$ cat config.mk
export PLATFORM = sky130hd
export DESIGN_NAME = multicycle_control_flat
export DESIGN_NICKNAME = d
export VERILOG_FILES = /design/src/rtl/multicycle_control_pkg.sv /design/src/rtl/multicycle_control_if.sv /design/src/rtl/multicycle_control_alu_decoder.sv /design/src/rtl/multicycle_control.sv /design/src/flat_wrapper.sv
export SDC_FILE = /design/constraint.sdc
export NUM_CORES = 1
export LEC_CHECK = 0
export ABC_CLOCK_PERIOD_IN_PS = 3900
export CAP_MARGIN = 20
export CORE_AREA = 2 2 58 60
export CTS_BUF_LIST = sky130_fd_sc_hd__clkbuf_8
export CTS_CLUSTER_DIAMETER = 40
export DETAILED_ROUTE_END_ITERATION = 10
export DIE_AREA = 0 0 60 62
export DONT_BUFFER_PORTS = 1
export GPL_ROUTABILITY_DRIVEN = 0
export HOLD_SLACK_MARGIN = 0.1
export PLACE_DENSITY = 0.61
export SETUP_SLACK_MARGIN = 0.2
export SLEW_MARGIN = 30
export SYNTH_ARGS = -nofsm -noshare
export SYNTH_HDL_FRONTEND = slang
export SYNTH_SLANG_ARGS = --single-unit
$ cat constraint.sdc
create_clock -name CLK -period 3.9 [get_ports CLK]
set_clock_uncertainty 0.15 [all_clocks]
set_input_delay 0.78 -clock CLK [delete_from_list [all_inputs] [get_ports CLK]]
set_output_delay 0.78 -clock CLK [all_outputs]
set_load 0.03 [all_outputs]
$ cat src/rtl/multicycle_control_pkg.sv
// multicycle_control_pkg: MIPS opcode/funct/aluop types, control FSM states, select encodings, output bundle
package multicycle_control_pkg;
  localparam logic [4:0] RA_REG = 5'd31;
  localparam logic [31:0] PC_STEP = 32'd4;
  typedef enum logic [5:0] {
    OP_RTYPE = 6'h00, OP_J = 6'h02, OP_JAL = 6'h03, OP_BEQ = 6'h04, OP_BNE = 6'h05,
    OP_ADDI = 6'h08, OP_ADDIU = 6'h09, OP_SLTI = 6'h0a, OP_SLTIU = 6'h0b, OP_ANDI = 6'h0c,
    OP_ORI = 6'h0d, OP_XORI = 6'h0e, OP_LUI = 6'h0f, OP_LW = 6'h23, OP_SW = 6'h2b, OP_HALT = 6'h3f
  } opcode_t;
  typedef enum logic [5:0] {
    F_SLL = 6'h00, F_SRL = 6'h02, F_JR = 6'h08, F_ADD = 6'h20, F_ADDU = 6'h21, F_SUB = 6'h22,
    F_SUBU = 6'h23, F_AND = 6'h24, F_OR = 6'h25, F_XOR = 6'h26, F_NOR = 6'h27, F_SLT = 6'h2a,
    F_SLTU = 6'h2b
  } funct_t;
  typedef enum logic [3:0] {
    ALU_SLL, ALU_SRL, ALU_ADD, ALU_SUB, ALU_AND, ALU_OR, ALU_XOR, ALU_NOR, ALU_SLT, ALU_SLTU, ALU_LUI
  } aluop_t;
  typedef enum logic [3:0] {
    FETCH, DECODE, EXEC_R, EXEC_I, MEMADDR, MEMREAD, MEMWRITE, WB_R, WB_I, WB_MEM, BRANCH, JUMP, JR, HALT
  } ctrl_state_t;
  localparam logic [1:0] PC_ALU = 2'd0, PC_ALUOUT = 2'd1, PC_JUMP = 2'd2, PC_RS = 2'd3;
  localparam logic [1:0] RD_RT = 2'd0, RD_RD = 2'd1, RD_RA = 2'd2;
  localparam logic [1:0] M2R_ALU = 2'd0, M2R_MEM = 2'd1, M2R_PC = 2'd2;
  typedef struct packed {
    aluop_t aluop;
    logic alusrca;
    logic [1:0] alusrcb;
    logic extop;
    logic iren;
    logic dren;
    logic dwen;
    logic regwrite;
    logic pcw;
    logic [1:0] pcsrc;
    logic [1:0] regdst;
    logic [1:0] memtoreg;
    logic halt;
  } ctrl_out_t;
endpackage

$ cat src/rtl/multicycle_control_if.sv
// multicycle_control_if: control <-> datapath/cache bundle
//   master (control): in instr/ihit/dhit/zero/overflow; out ALU selects, enables, mux selects, halt
//   slave (datapath): the reverse
interface multicycle_control_if;
  import multicycle_control_pkg::*;
  logic [31:0] instr;
  logic ihit, dhit, zero, overflow;
  aluop_t aluop;
  logic alusrca, extop, irwrite, pcwrite, iREN, dREN, dWEN, regwrite, halt;
  logic [1:0] alusrcb, pcsrc, regdst, memtoreg;
  modport master(
    input instr, ihit, dhit, zero, overflow,
    output aluop, alusrca, alusrcb, extop, irwrite, pcwrite, pcsrc, iREN, dREN, dWEN, regwrite, regdst, memtoreg, halt
  );
  modport slave(
    output instr, ihit, dhit, zero, overflow,
    input aluop, alusrca, alusrcb, extop, irwrite, pcwrite, pcsrc, iREN, dREN, dWEN, regwrite, regdst, memtoreg, halt
  );
endinterface

$ cat src/rtl/multicycle_control_alu_decoder.sv
// multicycle_control_alu_decoder: opcode/funct -> aluop, extop, trap_op (signed op that may trap on overflow)
module multicycle_control_alu_decoder import multicycle_control_pkg::*; (
  input  logic [5:0] opcode,
  input  logic [5:0] funct,
  output aluop_t     aluop,
  output logic       extop,
  output logic       trap_op
);
  always_comb begin
    aluop = ALU_ADD;
    extop = 1'b1;
    trap_op = 1'b0;
    case (opcode)
      OP_RTYPE: case (funct)
        F_SLL: aluop = ALU_SLL;
        F_SRL: aluop = ALU_SRL;
        F_ADD: trap_op = 1'b1;
        F_SUB: begin aluop = ALU_SUB; trap_op = 1'b1; end
        F_SUBU: aluop = ALU_SUB;
        F_AND: aluop = ALU_AND;
        F_OR: aluop = ALU_OR;
        F_XOR: aluop = ALU_XOR;
        F_NOR: aluop = ALU_NOR;
        F_SLT: aluop = ALU_SLT;
        F_SLTU: aluop = ALU_SLTU;
        default: ;
      endcase
      OP_ADDI: trap_op = 1'b1;
      OP_SLTI: aluop = ALU_SLT;
      OP_SLTIU: aluop = ALU_SLTU;
      OP_ANDI: begin aluop = ALU_AND; extop = 1'b0; end
      OP_ORI: begin aluop = ALU_OR; extop = 1'b0; end
      OP_XORI: begin aluop = ALU_XOR; extop = 1'b0; end
      OP_LUI: aluop = ALU_LUI;
      default: ;
    endcase
  end
endmodule

$ cat src/rtl/multicycle_control.sv
// multicycle_control: multicycle MIPS control FSM (CLK, nRST async active-low, bus = master side of multicycle_control_if)
//   OVERFLOW_TRAP_EN: when defined, ADD/SUB/ADDI with overflow in EXEC go to HALT instead of writeback
module multicycle_control import multicycle_control_pkg::*; (
  input logic CLK,
  input logic nRST,
  multicycle_control_if.master bus
);
  ctrl_state_t state, nxt;
  ctrl_out_t q, n;
  aluop_t dec_aluop;
  logic [5:0] op, fn;
  logic dec_extop, dec_trap, trap, unused_bits;
  assign op = bus.instr[31:26];
  assign fn = bus.instr[5:0];
  assign unused_bits = ^{bus.instr[25:6], bus.overflow, dec_trap};
  multicycle_control_alu_decoder u_dec (.opcode(op), .funct(fn), .aluop(dec_aluop), .extop(dec_extop), .trap_op(dec_trap));
`ifdef OVERFLOW_TRAP_EN
  assign trap = dec_trap & bus.overflow;
`else
  assign trap = 1'b0;
`endif
  always_comb begin
    nxt = state;
    case (state)
      FETCH: if (bus.ihit && q.iren) nxt = DECODE;
      DECODE: case (op)
        OP_RTYPE: nxt = (fn == F_JR) ? JR : EXEC_R;
        OP_ADDI, OP_ADDIU, OP_SLTI, OP_SLTIU, OP_ANDI, OP_ORI, OP_XORI, OP_LUI: nxt = EXEC_I;
        OP_LW, OP_SW: nxt = MEMADDR;
        OP_BEQ, OP_BNE: nxt = BRANCH;
        OP_J, OP_JAL: nxt = JUMP;
        OP_HALT: nxt = HALT;
        default: nxt = FETCH;
      endcase
      EXEC_R: nxt = trap ? HALT : WB_R;
      EXEC_I: nxt = trap ? HALT : WB_I;
      MEMADDR: nxt = (op == OP_LW) ? MEMREAD : MEMWRITE;
      MEMREAD: if (bus.dhit) nxt = WB_MEM;
      MEMWRITE: if (bus.dhit) nxt = FETCH;
      WB_R, WB_I, WB_MEM, BRANCH, JUMP, JR: nxt = FETCH;
      default: ;
    endcase
  end
  // Outputs are decoded from the upcoming state and registered, so they track state exactly
  // and are all zero while reset is held.
  always_comb begin
    n = '0;
    case (nxt)
      FETCH: begin n.iren = 1'b1; n.alusrcb = 2'd1; n.aluop = ALU_ADD; n.pcsrc = PC_ALU; end
      DECODE: begin n.alusrcb = 2'd3; n.extop = 1'b1; n.aluop = ALU_ADD; end
      EXEC_R: begin n.alusrca = 1'b1; n.aluop = dec_aluop; end
      EXEC_I: begin n.alusrca = 1'b1; n.alusrcb = 2'd2; n.extop = dec_extop; n.aluop = dec_aluop; end
      MEMADDR: begin n.alusrca = 1'b1; n.alusrcb = 2'd2; n.extop = 1'b1; n.aluop = ALU_ADD; end
      MEMREAD: n.dren = 1'b1;
      MEMWRITE: n.dwen = 1'b1;
      WB_R: begin n.regwrite = 1'b1; n.regdst = RD_RD; n.memtoreg = M2R_ALU; end
      WB_I: begin n.regwrite = 1'b1; n.regdst = RD_RT; end
      WB_MEM: begin n.regwrite = 1'b1; n.regdst = RD_RT; n.memtoreg = M2R_MEM; end
      BRANCH: begin n.alusrca = 1'b1; n.aluop = ALU_SUB; n.pcsrc = PC_ALUOUT; end
      JUMP: begin
        n.pcsrc = PC_JUMP;
        n.pcw = 1'b1;
        n.regwrite = (op == OP_JAL);
        n.regdst = (op == OP_JAL) ? RD_RA : RD_RT;
        n.memtoreg = (op == OP_JAL) ? M2R_PC : M2R_ALU;
      end
      JR: begin n.pcsrc = PC_RS; n.pcw = 1'b1; end
      HALT: n.halt = 1'b1;
      default: ;
    endcase
  end
  always_ff @(posedge CLK or negedge nRST)
    if (!nRST) begin
      state <= FETCH;
      q <= '0;
    end else begin
      state <= nxt;
      q <= n;
    end
  // FETCH waits for the registered iREN so a hit in the first cycle out of reset is not consumed.
  assign bus.irwrite = (state == FETCH) & q.iren & bus.ihit;
  assign bus.pcwrite = bus.irwrite | q.pcw | ((state == BRANCH) & (bus.zero ^ (op == OP_BNE)));
  assign bus.aluop = q.aluop;
  assign bus.alusrca = q.alusrca;
  assign bus.alusrcb = q.alusrcb;
  assign bus.extop = q.extop;
  assign bus.pcsrc = q.pcsrc;
  assign bus.iREN = q.iren;
  assign bus.dREN = q.dren;
  assign bus.dWEN = q.dwen;
  assign bus.regwrite = q.regwrite;
  assign bus.regdst = q.regdst;
  assign bus.memtoreg = q.memtoreg;
  assign bus.halt = q.halt;
endmodule
$ cat src/flat_wrapper.sv
// flat-port wrapper written by rule: the top's interface ports become plain ports
module multicycle_control_flat import multicycle_control_pkg::*;
  (CLK, nRST, bus_instr, bus_ihit, bus_dhit, bus_zero, bus_overflow, bus_aluop, bus_alusrca, bus_alusrcb, bus_extop, bus_irwrite, bus_pcwrite, bus_pcsrc, bus_iREN, bus_dREN, bus_dWEN, bus_regwrite, bus_regdst, bus_memtoreg, bus_halt);
  multicycle_control_if bus_i ();
  input logic CLK;
  input logic nRST;
  input wire logic [$bits(bus_i.instr)-1:0] bus_instr;
  input wire logic [$bits(bus_i.ihit)-1:0] bus_ihit;
  input wire logic [$bits(bus_i.dhit)-1:0] bus_dhit;
  input wire logic [$bits(bus_i.zero)-1:0] bus_zero;
  input wire logic [$bits(bus_i.overflow)-1:0] bus_overflow;
  output wire logic [$bits(bus_i.aluop)-1:0] bus_aluop;
  output wire logic [$bits(bus_i.alusrca)-1:0] bus_alusrca;
  output wire logic [$bits(bus_i.alusrcb)-1:0] bus_alusrcb;
  output wire logic [$bits(bus_i.extop)-1:0] bus_extop;
  output wire logic [$bits(bus_i.irwrite)-1:0] bus_irwrite;
  output wire logic [$bits(bus_i.pcwrite)-1:0] bus_pcwrite;
  output wire logic [$bits(bus_i.pcsrc)-1:0] bus_pcsrc;
  output wire logic [$bits(bus_i.iREN)-1:0] bus_iREN;
  output wire logic [$bits(bus_i.dREN)-1:0] bus_dREN;
  output wire logic [$bits(bus_i.dWEN)-1:0] bus_dWEN;
  output wire logic [$bits(bus_i.regwrite)-1:0] bus_regwrite;
  output wire logic [$bits(bus_i.regdst)-1:0] bus_regdst;
  output wire logic [$bits(bus_i.memtoreg)-1:0] bus_memtoreg;
  output wire logic [$bits(bus_i.halt)-1:0] bus_halt;
  assign bus_i.instr = bus_instr;
  assign bus_i.ihit = bus_ihit;
  assign bus_i.dhit = bus_dhit;
  assign bus_i.zero = bus_zero;
  assign bus_i.overflow = bus_overflow;
  assign bus_aluop = bus_i.aluop;
  assign bus_alusrca = bus_i.alusrca;
  assign bus_alusrcb = bus_i.alusrcb;
  assign bus_extop = bus_i.extop;
  assign bus_irwrite = bus_i.irwrite;
  assign bus_pcwrite = bus_i.pcwrite;
  assign bus_pcsrc = bus_i.pcsrc;
  assign bus_iREN = bus_i.iREN;
  assign bus_dREN = bus_i.dREN;
  assign bus_dWEN = bus_i.dWEN;
  assign bus_regwrite = bus_i.regwrite;
  assign bus_regdst = bus_i.regdst;
  assign bus_memtoreg = bus_i.memtoreg;
  assign bus_halt = bus_i.halt;
  multicycle_control u_core (.CLK(CLK), .nRST(nRST), .bus(bus_i));
endmodule
==> flow_summary.toml <==
[run_status]
status = "completed"

[place]
port_buffers = 0
place_hpwl_mm = 2.27
dpl_cell_area_sq_um = 1490

[layout]
layout-drive-gt1-share_pct = 17.1
multiInputGateArea_sq_um = 823
n_antenna_cell = 0
nFillCells = 302
register_area_sq_um = 576
design_area_sq_um = 1540
area_growth_syn_to_layout_pct = 3.70
nets = 191

[yosys]
synth_nets = 195
yosys_warnings = 0
synth_top_area_share_pct = 38.7
yosys.cell_types.count = 54
synth-edff-count = 0
ys_seq_area_share_pct = 38.7
syn_area_per_cell_sq_um = 9.47
synthFlopType = "dfrtp_1"
synth_most_common_cell = "dfrtp_1"
synth_common_cells = "23 x dfrtp_1, 15 x nor2_1, 13 x a21oi_1, 8 x nand2_1"
ys_async_sr_fraction_pct = 100
ys_ff_latch = 23
synthCells = 157
synthesis.area_sq_um = 1490
synth_area_leaders = "dfrtp_1 39%, a21oi_1 4.4%, nor2_1 3.8%"
yosysTopAreaCell = "dfrtp_1"

[power_and_ir_drop]
p_leak_uw = 0.000641
power_density_nw_per_um2 = 735
ir_worst_vdd_mv = 0.226
power.total_uw = 1130

[timing]
slew_viol_final = 0
hold_violations = 0
setup_viol = 0
setup_tns_ns = 0
min_period_ns = 2.83
clock.fmax_ghz = 0.353
slew_headroom_pct = 44.8
fin_crit_sh_pct = 72.7
tightest_slew_ns = 0.827
rsz0062_at_grt = "no"

[critical_path]
path_cells = "nor2_1 > nand4b_1 > xor2_1 > nor3b_1 > or3_1"
worstPathRequired_ns = 2.97
reg2reg_depth = 6
path_depth = 5
path_max_fanout = 7
crit_type = "in2out"
end_kind = "output pin"
reg2reg_slack_ns = 1.44
rr_endpoint = "u_core.bus.aluop[1]"
crit_arrival_ns = 1.90
crit_path_start_kind = "input pin"
slowest_delay_ns = 0.33
r2r-start = "u_core.state[1]"
cp_num_buf_inv = 0
slowest_stage = "or3_1"
cp_top_family = "simple AND/OR/NAND/NOR gates"

[global_route]
grt_start_max_net_pins = 24
antenna_found_initial = 0
grt_pass1_vias = 1094
grt_pass1_wl_mm = 5.05
overflow = 0
grt.total_usage_pct = 17.7

[route]
first_pass_iters = 4
drt_iter0_drc = 57
drc = 0
viasPerCell = 5.80
final_antenna_net_count = 0
routed_wl_mm = 2.99
vias = 1148
wl_per_cell_um = 15.1

[clock_tree]
numCtsBuffers = 3
path_clk_slew_ns = 0.08
tritoncts = "yes"
root_buffer = "clkbuf_8"
clockBufferDepth = 2
cts_resized = 0
cts_sinks = 23
htreeDepth = 1
clk-insertion-delay-late_ns = 0.25

[die]
initial_core_util_pct = 46.8
std_cell_rows = 21
io_pins = 59
die-area_sq_um = 3720
die_h_um = 62
die_x_um = 60
core_sq_um = 3180

[worst_hold_path]
hold_path_class = "in2async"

[flow_run]
max_cap_violations = 0
[how the worst max path moves through the flow]
stage	slack, ns	from	to
after floorplan	1.11	bus_instr[30]	bus_pcwrite
after global placement	1.08	bus_instr[31]	bus_pcwrite
after detailed placement	1.09	bus_instr[31]	bus_pcwrite
after CTS	1.07	u_core.state[3]	bus_pcwrite
after global routing	0.92	u_core.state[3]	bus_pcwrite
final	1.07	bus_instr[31]	bus_pcwrite
[sequential cells by signal (all words and copies together), names as in the netlist]
name,count
u_core.bus.regdst,2
u_core.bus.alusrca,1
u_core.bus.dREN,1
u_core.bus.halt,1
u_core.bus.aluop,4
u_core.bus.memtoreg,2
u_core.state,4
u_core.bus.alusrcb,2
u_core.bus.regwrite,1
u_core.bus.pcsrc,2
u_core.bus.iREN,1
u_core.bus.dWEN,1
u_core.bus.extop,1
[cell families after synthesis]
| logic type | Yosys count | synth area share, % |
|---|---|---|
| compound gates | 38 | 19.7 |
| mux | 1 | 0.673 |
| buf+inv | 18 | 5.89 |
| flops | 23 | 38.7 |
| simple gates | 75 | 33.8 |
| xor+xnor | 2 | 1.18 |
[cell type report]
class / instances / share of cell area, %
multi-input cells: 116 / 53.4
flip-flops and latches: 23 / 37.3
well taps: 46 / 3.73
clock buffers: 3 / 2.68
inverters: 8 / 2.27
repair buffers: 1 / 0.325
clock inverters: 1 / 0.244
[routing by layer]
| metal | wire length [um] | part of all wire (%) | GRT usage (%) |
|---|---|---|---|
| met4 | 26 | 0.87 | 3.81 |
| met2 | 1400 | 47 | 30.0 |
| met5 | 0 | 0 | 0 |
| met1 | 1340 | 45 | 23.1 |
| met3 | 227 | 7.6 | 4.14 |
[stage by stage]
| stage | util (%) | std cells | hold slack (ns) | setup WS [ns] |
|---|---|---|---|---|
| 2_1_floorplan | - | 157 | 0.334 | 1.11 |
| 3_3_place_gp | 46.9 | 193 | 0.335 | 1.08 |
| 3_5_place_dp | 46.9 | 193 | 0.335 | 1.09 |
| 4_1_cts | 48.6 | 198 | 0.521 | 1.07 |
| 5_1_grt | 48.5 | 198 | 0.353 | 0.923 |
| 6_report | 48.5 | 198 | 0.318 | 1.07 |
[repair_timing]
action | in CTS | in global routing
setup buffers | 0 | 0
hold endpoints to repair | 23 | 0
hold buffers | 1 | 0
[power by group]
group / switching, uW / internal, uW / total, uW
sequential: 172 / 313 / 485
clock: 70.5 / 70.1 / 141
combinational: 310 / 197 / 507
total: 552 / 581 / 1130
[cells in the final DEF, fill, tap and decap left out, types with 3 or more instances in the layout]
master    Yosys  final
a21oi_1      13     13
a31oi_1       3      3
clkbuf_8      0      3
dfrtp_1      23     23
inv_1         5      6
nand2_1       8      8
nand2b_1      6      6
nand3_1       6      6
nand4_1       3      3
nor2_1       15     15
nor2b_1       3      3
nor3_1        5      5
nor3b_1       3      3
o21ai_0       4      4
(Power assumes the default switching activity.)
